**config.mk**
```make
export PLATFORM = sky130hd
export DESIGN_NAME = outputc
export DESIGN_NICKNAME = d
export VERILOG_FILES = /design/src/rtl/outputc_pkg.sv /design/src/rtl/outputc_credit_cnt.sv /design/src/rtl/outputc.sv
export SDC_FILE = /design/constraint.sdc
export NUM_CORES = 1
export LEC_CHECK = 0
export ABC_CLOCK_PERIOD_IN_PS = 1600
export BUFFER_PORTS_ARGS = -buffer_cell sky130_fd_sc_hd__buf_2
export CORE_AREA = 5 5 60 101
export CTS_CLUSTER_DIAMETER = 150
export DETAILED_ROUTE_END_ITERATION = 10
export DIE_AREA = 0 0 65 106
export GPL_TIMING_DRIVEN = 1
export HOLD_SLACK_MARGIN = 0.05
export MAX_ROUTING_LAYER = met4
export PLACE_DENSITY = 0.62
export SLEW_MARGIN = 20
export SYNTH_ARGS = -nofsm -noshare
export SYNTH_HDL_FRONTEND = slang
export SYNTH_SLANG_ARGS = --single-unit
```
**constraint.sdc**
```tcl
create_clock -name clk -period 1.6 [get_ports clk]
set_clock_uncertainty 0.2 [all_clocks]
set_input_delay 0.24 -clock clk [delete_from_list [all_inputs] [get_ports clk]]
set_output_delay 0.24 -clock clk [all_outputs]
set_load 0.005 [all_outputs]
```
**src/rtl/outputc_pkg.sv**
```systemverilog
// outputc_pkg: shared widths, flit-type encoding and lock-state type for the output controller.
package outputc_pkg;
  localparam int DATAW = 31;
  localparam int VCH = 1;
  localparam int VCHW = 0;
  localparam int TYPE_MSB = 31;
  localparam int TYPE_LSB = 30;
  localparam int OC_BUFDEPTH = 4;
  typedef enum logic [1:0] {
    TYPE_BODY = 2'd0,
    TYPE_HEAD = 2'd1,
    TYPE_TAIL = 2'd2,
    TYPE_HEADTAIL = 2'd3
  } flit_type_e;
  typedef enum logic {FREE = 1'b0, LOCKED = 1'b1} lck_state_e;
endpackage

```
**src/rtl/outputc_credit_cnt.sv**
```systemverilog
// outputc_credit_cnt: one VC's downstream credit counter with saturation, ready decode and error pulse.
module outputc_credit_cnt #(
  parameter int BUFDEPTH = 4,
  parameter int CNTW = 2
) (
  input  logic clk,
  input  logic rst_,
  input  logic i_dec,
  input  logic i_inc,
  output logic o_rdy,
  output logic o_err
);
  localparam logic [CNTW:0] FULL = (CNTW+1)'(BUFDEPTH);
  logic [CNTW:0] r_cnt, w_nxt;
  always_comb begin
    w_nxt = i_dec == i_inc ? r_cnt
          : i_dec ? (r_cnt == '0 ? r_cnt : r_cnt - 1'b1)
          : (r_cnt == FULL ? r_cnt : r_cnt + 1'b1);
    o_err = (i_dec && r_cnt == '0) || (i_inc && !i_dec && r_cnt == FULL);
  end
  assign o_rdy = r_cnt != '0;
  always_ff @(posedge clk or posedge rst_) begin
    if (rst_) r_cnt <= FULL;
    else r_cnt <= w_nxt;
  end
endmodule

```
**src/rtl/outputc.sv**
```systemverilog
// outputc: registers crossbar flits onto the link, tracks per-VC credits and per-VC packet locks.
module outputc
  import outputc_pkg::*;
#(
  parameter int BUFDEPTH = OC_BUFDEPTH,
  parameter int CNTW = 2
) (
  input  logic             clk,
  input  logic             rst_,
  input  logic [DATAW:0]   idata,
  input  logic             ivalid,
  input  logic [VCHW:0]    ivch,
  input  logic [VCH:0]     iack,
  output logic [DATAW:0]   odata,
  output logic             ovalid,
  output logic [VCHW:0]    ovch,
  output logic [VCH:0]     ordy,
  output logic [VCH:0]     olck,
  output logic             err
);
  logic [DATAW:0] r_odata;
  logic           r_ovalid;
  logic [VCHW:0]  r_ovch;
  logic           r_err;
  logic [VCH:0]   w_acc, w_cerr, w_ferr;
  lck_state_e     r_state [VCH:0];
  lck_state_e     w_state_nxt [VCH:0];
  flit_type_e     w_type;
  assign w_type = flit_type_e'(idata[TYPE_MSB:TYPE_LSB]);
  for (genvar v = 0; v <= VCH; v++) begin : g_vc
    assign w_acc[v] = ivalid && ivch == (VCHW+1)'(v);
    outputc_credit_cnt #(.BUFDEPTH(BUFDEPTH), .CNTW(CNTW)) u_cnt (
      .clk(clk), .rst_(rst_), .i_dec(w_acc[v]), .i_inc(iack[v]),
      .o_rdy(ordy[v]), .o_err(w_cerr[v])
    );
  end
  always_ff @(posedge clk or posedge rst_) begin
    if (rst_) for (int v = 0; v <= VCH; v++) r_state[v] <= FREE;
    else for (int v = 0; v <= VCH; v++) r_state[v] <= w_state_nxt[v];
  end
  // A packet-start flit is legal only when FREE, any other flit only when LOCKED.
  always_comb begin
    for (int v = 0; v <= VCH; v++) begin
      w_ferr[v] = w_acc[v] && ((r_state[v] == LOCKED) == (w_type == TYPE_HEAD || w_type == TYPE_HEADTAIL));
      w_state_nxt[v] = !w_acc[v] || w_ferr[v] ? r_state[v]
                     : w_type == TYPE_HEAD ? LOCKED
                     : w_type == TYPE_TAIL ? FREE : r_state[v];
    end
  end
  always_comb begin
    for (int v = 0; v <= VCH; v++) olck[v] = r_state[v] == LOCKED;
  end
  always_ff @(posedge clk or posedge rst_) begin
    if (rst_) begin
      r_odata <= '0;
      r_ovalid <= 1'b0;
      r_ovch <= '0;
      r_err <= 1'b0;
    end else begin
      r_odata <= ivalid ? idata : '0;
      r_ovalid <= ivalid;
      r_ovch <= ivalid ? ivch : '0;
      r_err <= r_err | (|w_cerr) | (|w_ferr);
    end
  end
  assign odata = r_odata;
  assign ovalid = r_ovalid;
  assign ovch = r_ovch;
  assign err = r_err;
endmodule

```
==> impl_metrics.py <==
metrics = {
    "global_route": {
        "grtUsageTotal_pct": 13.8,
        "grt_pass1_wl_um": 7140,
        "overflow": 0,
        "grt_pass1_vias": 1562,
        "grt_max_degree": 32,
        "antenna_found_initial": 0,
    },
    "cts": {
        "clock_latency_ns": 0.29,
        "cts_max_level": 2,
        "numCtsBuffers": 5,
        "clock_sinks": 43,
        "clk_path_buf_depth": 2,
        "cts_tree": "built",
        "cts-root-buf": "clkbuf_8",
        "path_clk_slew_ns": 0.08,
    },
    "placement": {
        "gp_congestion": 0.716,
        "hpwl_um": 3150,
        "port_buffers": 76,
        "dp.cells": 279,
    },
    "critical_path": {
        "crit_buf_inv": 2,
        "crit_family": "flip-flops",
        "worstPathCellList": "buf_6, or3_1, buf_2",
        "critPathMaxStageDelay_ns": 0.40,
        "start_kind": "register",
        "crit_required_ns": 1.16,
        "setup.worst_path.end_class": "output pin",
        "cp_slowest_cell": "dfrtp_1",
        "cp_max_fo": 2,
        "critPathArrivalTime_ns": 1.26,
        "path_class": "register to output pin",
    },
    "cells_and_area": {
        "stdcell_count": 322,
        "n_fill_cell": 483,
        "drive_gt1_share_pct": 41.9,
        "antenna_cells": 0,
        "area_growth_pct": 57.0,
        "multiInputGateArea_um2": 597,
        "ff_latch_area_um2": 1080,
        "nets": 311,
    },
    "sta": {
        "finalHoldViolations": 0,
        "slew_viol_final": 0,
        "setup_ws_ns": -0.104,
        "setup_viol": 2,
        "period_share_pct": 107,
        "slew_headroom_pct": 81.3,
        "worstMarginPinSlew_ns": 0.281,
        "period_minus_slack_ns": 1.70,
        "grt_setup_unrepaired": "true",
        "fmax_ghz": 0.587,
    },
    "synth": {
        "synth_area_leaders": "dfrtp_1, and2_1, dfstp_2",
        "synth_top_area_share_pct": 59.6,
        "syn_area_um2": 1720,
        "syn_inst": 141,
        "synth_edf_count": 0,
        "yosysWarningCount": 0,
        "synth.avg_cell_area_um2": 12.2,
        "synth_cell_types": 28,
        "synth_fp_nets": 185,
        "async_flop_share_pct": 100,
        "synth_ff_type": "dfrtp_1",
        "ys_seq_area_share_pct": 62.6,
        "ys_ff_latch": 43,
        "yosysTopAreaCell": "dfrtp_1",
    },
    "floorplanning": {
        "start_util_pct": 33.0,
        "num_io_pins": 77,
        "num_rows": 35,
        "fp.dieArea_um2": 6890,
        "die_x_um": 65,
        "die_h_um": 106,
        "coreArea_um2": 5210,
    },
    "job": {
        "cap_viol_max_count": 0,
    },
    "power_and_ir_drop": {
        "p_per_area_nw_per_um2": 1070,
        "leakage_nw": 1.39,
        "irDropWorstVdd_mv": 0.524,
        "power_mw": 2.90,
    },
    "detailed_routing": {
        "vias_per_cell": 4.56,
        "drtPass1Iterations": 4,
        "wl_um": 4280,
        "post-route-drc-count": 0,
        "ant_nets": 0,
        "wire_per_inst_um": 13.3,
        "initialDrtViolationCount": 82,
        "dr_total_vias": 1469,
    },
    "run_status": {
        "status": "complete, but fails checks",
        "violations": "setup timing",
    },
    "worst_hold_path": {
        "hold_class": "input port to register",
    },
}
-- final timing paths --
kind / from / end / slack [ns] / cells past startpoint
max in group asynchronous: rst_ / g_vc[1].u_cnt.r_cnt[2]$_DFFE_PP1P_ / 0.59 / 4
min in group asynchronous: rst_ / odata[15]$_DFF_PP0_ / 0.33 / 4
worst max-delay path: g_vc[0].u_cnt.r_cnt[1]$_DFFE_PP0P_ / ordy[0] / -0.10 / 3
worst max register to register: g_vc[0].u_cnt.r_cnt[1]$_DFFE_PP0P_ / g_vc[0].u_cnt.r_cnt[2]$_DFFE_PP1P_ / 0.03 / 6
worst min register to register: err$_DFF_PP0_ / err$_DFF_PP0_ / 0.31 / 2
worst min-delay path: iack[0] / g_vc[0].u_cnt.r_cnt[2]$_DFFE_PP1P_ / 0.04 / 3
-- worst reg2reg max path, delay by kind of cell, from the launching register on --
family | cells | cell delay, ns
adders and majority gates | 1 | 0.40
AOI/OAI and AO/OA | 3 | 0.38
DFF | 1 | 0.37
buffers and inverters | 2 | 0.16
-- metal layers --
metal | up-vias | GRT usage, % | wire length [µm]
li1 | 705 | - | -
met1 | 707 | 13.6 | 1450
met2 | 46 | 25.1 | 2480
met3 | 11 | 3.07 | 230
met4 | 0 | 6.20 | 118
met5 | - | - | 0
-- state kept, by name (all words and copies together) (netlist names) --
signal            count
olck                  2
err                   1
ovch                  1
odata                32
ovalid                1
g_vc.u_cnt.r_cnt      6
-- kinds of logic (layout without fill, tap and decap cells) --
kind of cell | count (synthesis) | after routing | share of synthesized area, %
compound gates | 23 | 23 | 8.36
xor+xnor | 3 | 3 | 1.96
fa+ha+maj | 6 | 6 | 5.23
buf+inv | 15 | 141 | 4.21
flops | 43 | 43 | 62.6
mux | 3 | 3 | 1.74
simple gates | 48 | 48 | 15.8
-- where the power goes --
group          leakage [nW]  internal (mW)  switching [mW]  total, mW
clock network        0.0440          0.299           0.364      0.662
logic                 0.810          0.488           0.406      0.894
registers             0.540           1.24           0.104       1.34
-- area by class of cell --
cell class	count	share of cell area [%]
Clock inverter	2	0.509
Clock buffer	5	2.55
Inverter	9	1.30
Timing Repair Buffer	125	31.1
Multi-Input combinational cell	83	22.1
Sequential cell	43	39.9
Tap cell	55	2.55
-- per-stage QoR --
step                      cell area [µm²]  hold WS (ns)  TNS [ns]  setup slack, ns  util, %
after detailed placement             2230        0.0973    -0.113          -0.0834     42.9
after floorplan                      1720        0.0714         0           0.0584        -
after global placement               2230        0.0889  -0.00981         -0.00981     42.9
after CTS                            2660        0.0375    -0.227           -0.117     51.1
final                                2700        0.0422    -0.185           -0.104     51.9
after global routing                 2700        0.0572    -0.322           -0.145     51.9
-- synthesized netlist by cell type (2+ instances only) --
cell type / count
a21oi_1: 3
and2_1: 32
buf_4: 2
clkbuf_1: 3
dfrtp_1: 41
dfstp_2: 2
fa_1: 2
ha_1: 4
inv_1: 8
mux2i_1: 3
nand2_1: 6
nand2b_1: 2
nor2_1: 5
o21ai_0: 6
o21ai_1: 5
o31ai_1: 3
or3_1: 2
xnor2_1: 2
-- placed cells by master, fill, tap and decap left out, types with 5 or more instances in the layout --
cell           netlist  routed
buf_2                0      76
dfrtp_1             41      40
dlygate4sd3_1        0      34
and2_1              32      32
buf_4                2      13
o21ai_1              5       7
inv_1                8       6
nand2_1              6       6
nor2_1               5       5
clkbuf_8             0       5
-- what timing repair did --
action,4_1_cts,5_1_grt
gates resized for setup,3,8
hold buffers,34,0
pin swaps,0,4
setup buffers,1,2
endpoints found under the hold margin,77,0
endpoints found under the setup margin,3,7
No activity file was read; power rests on OpenSTA's default activity.
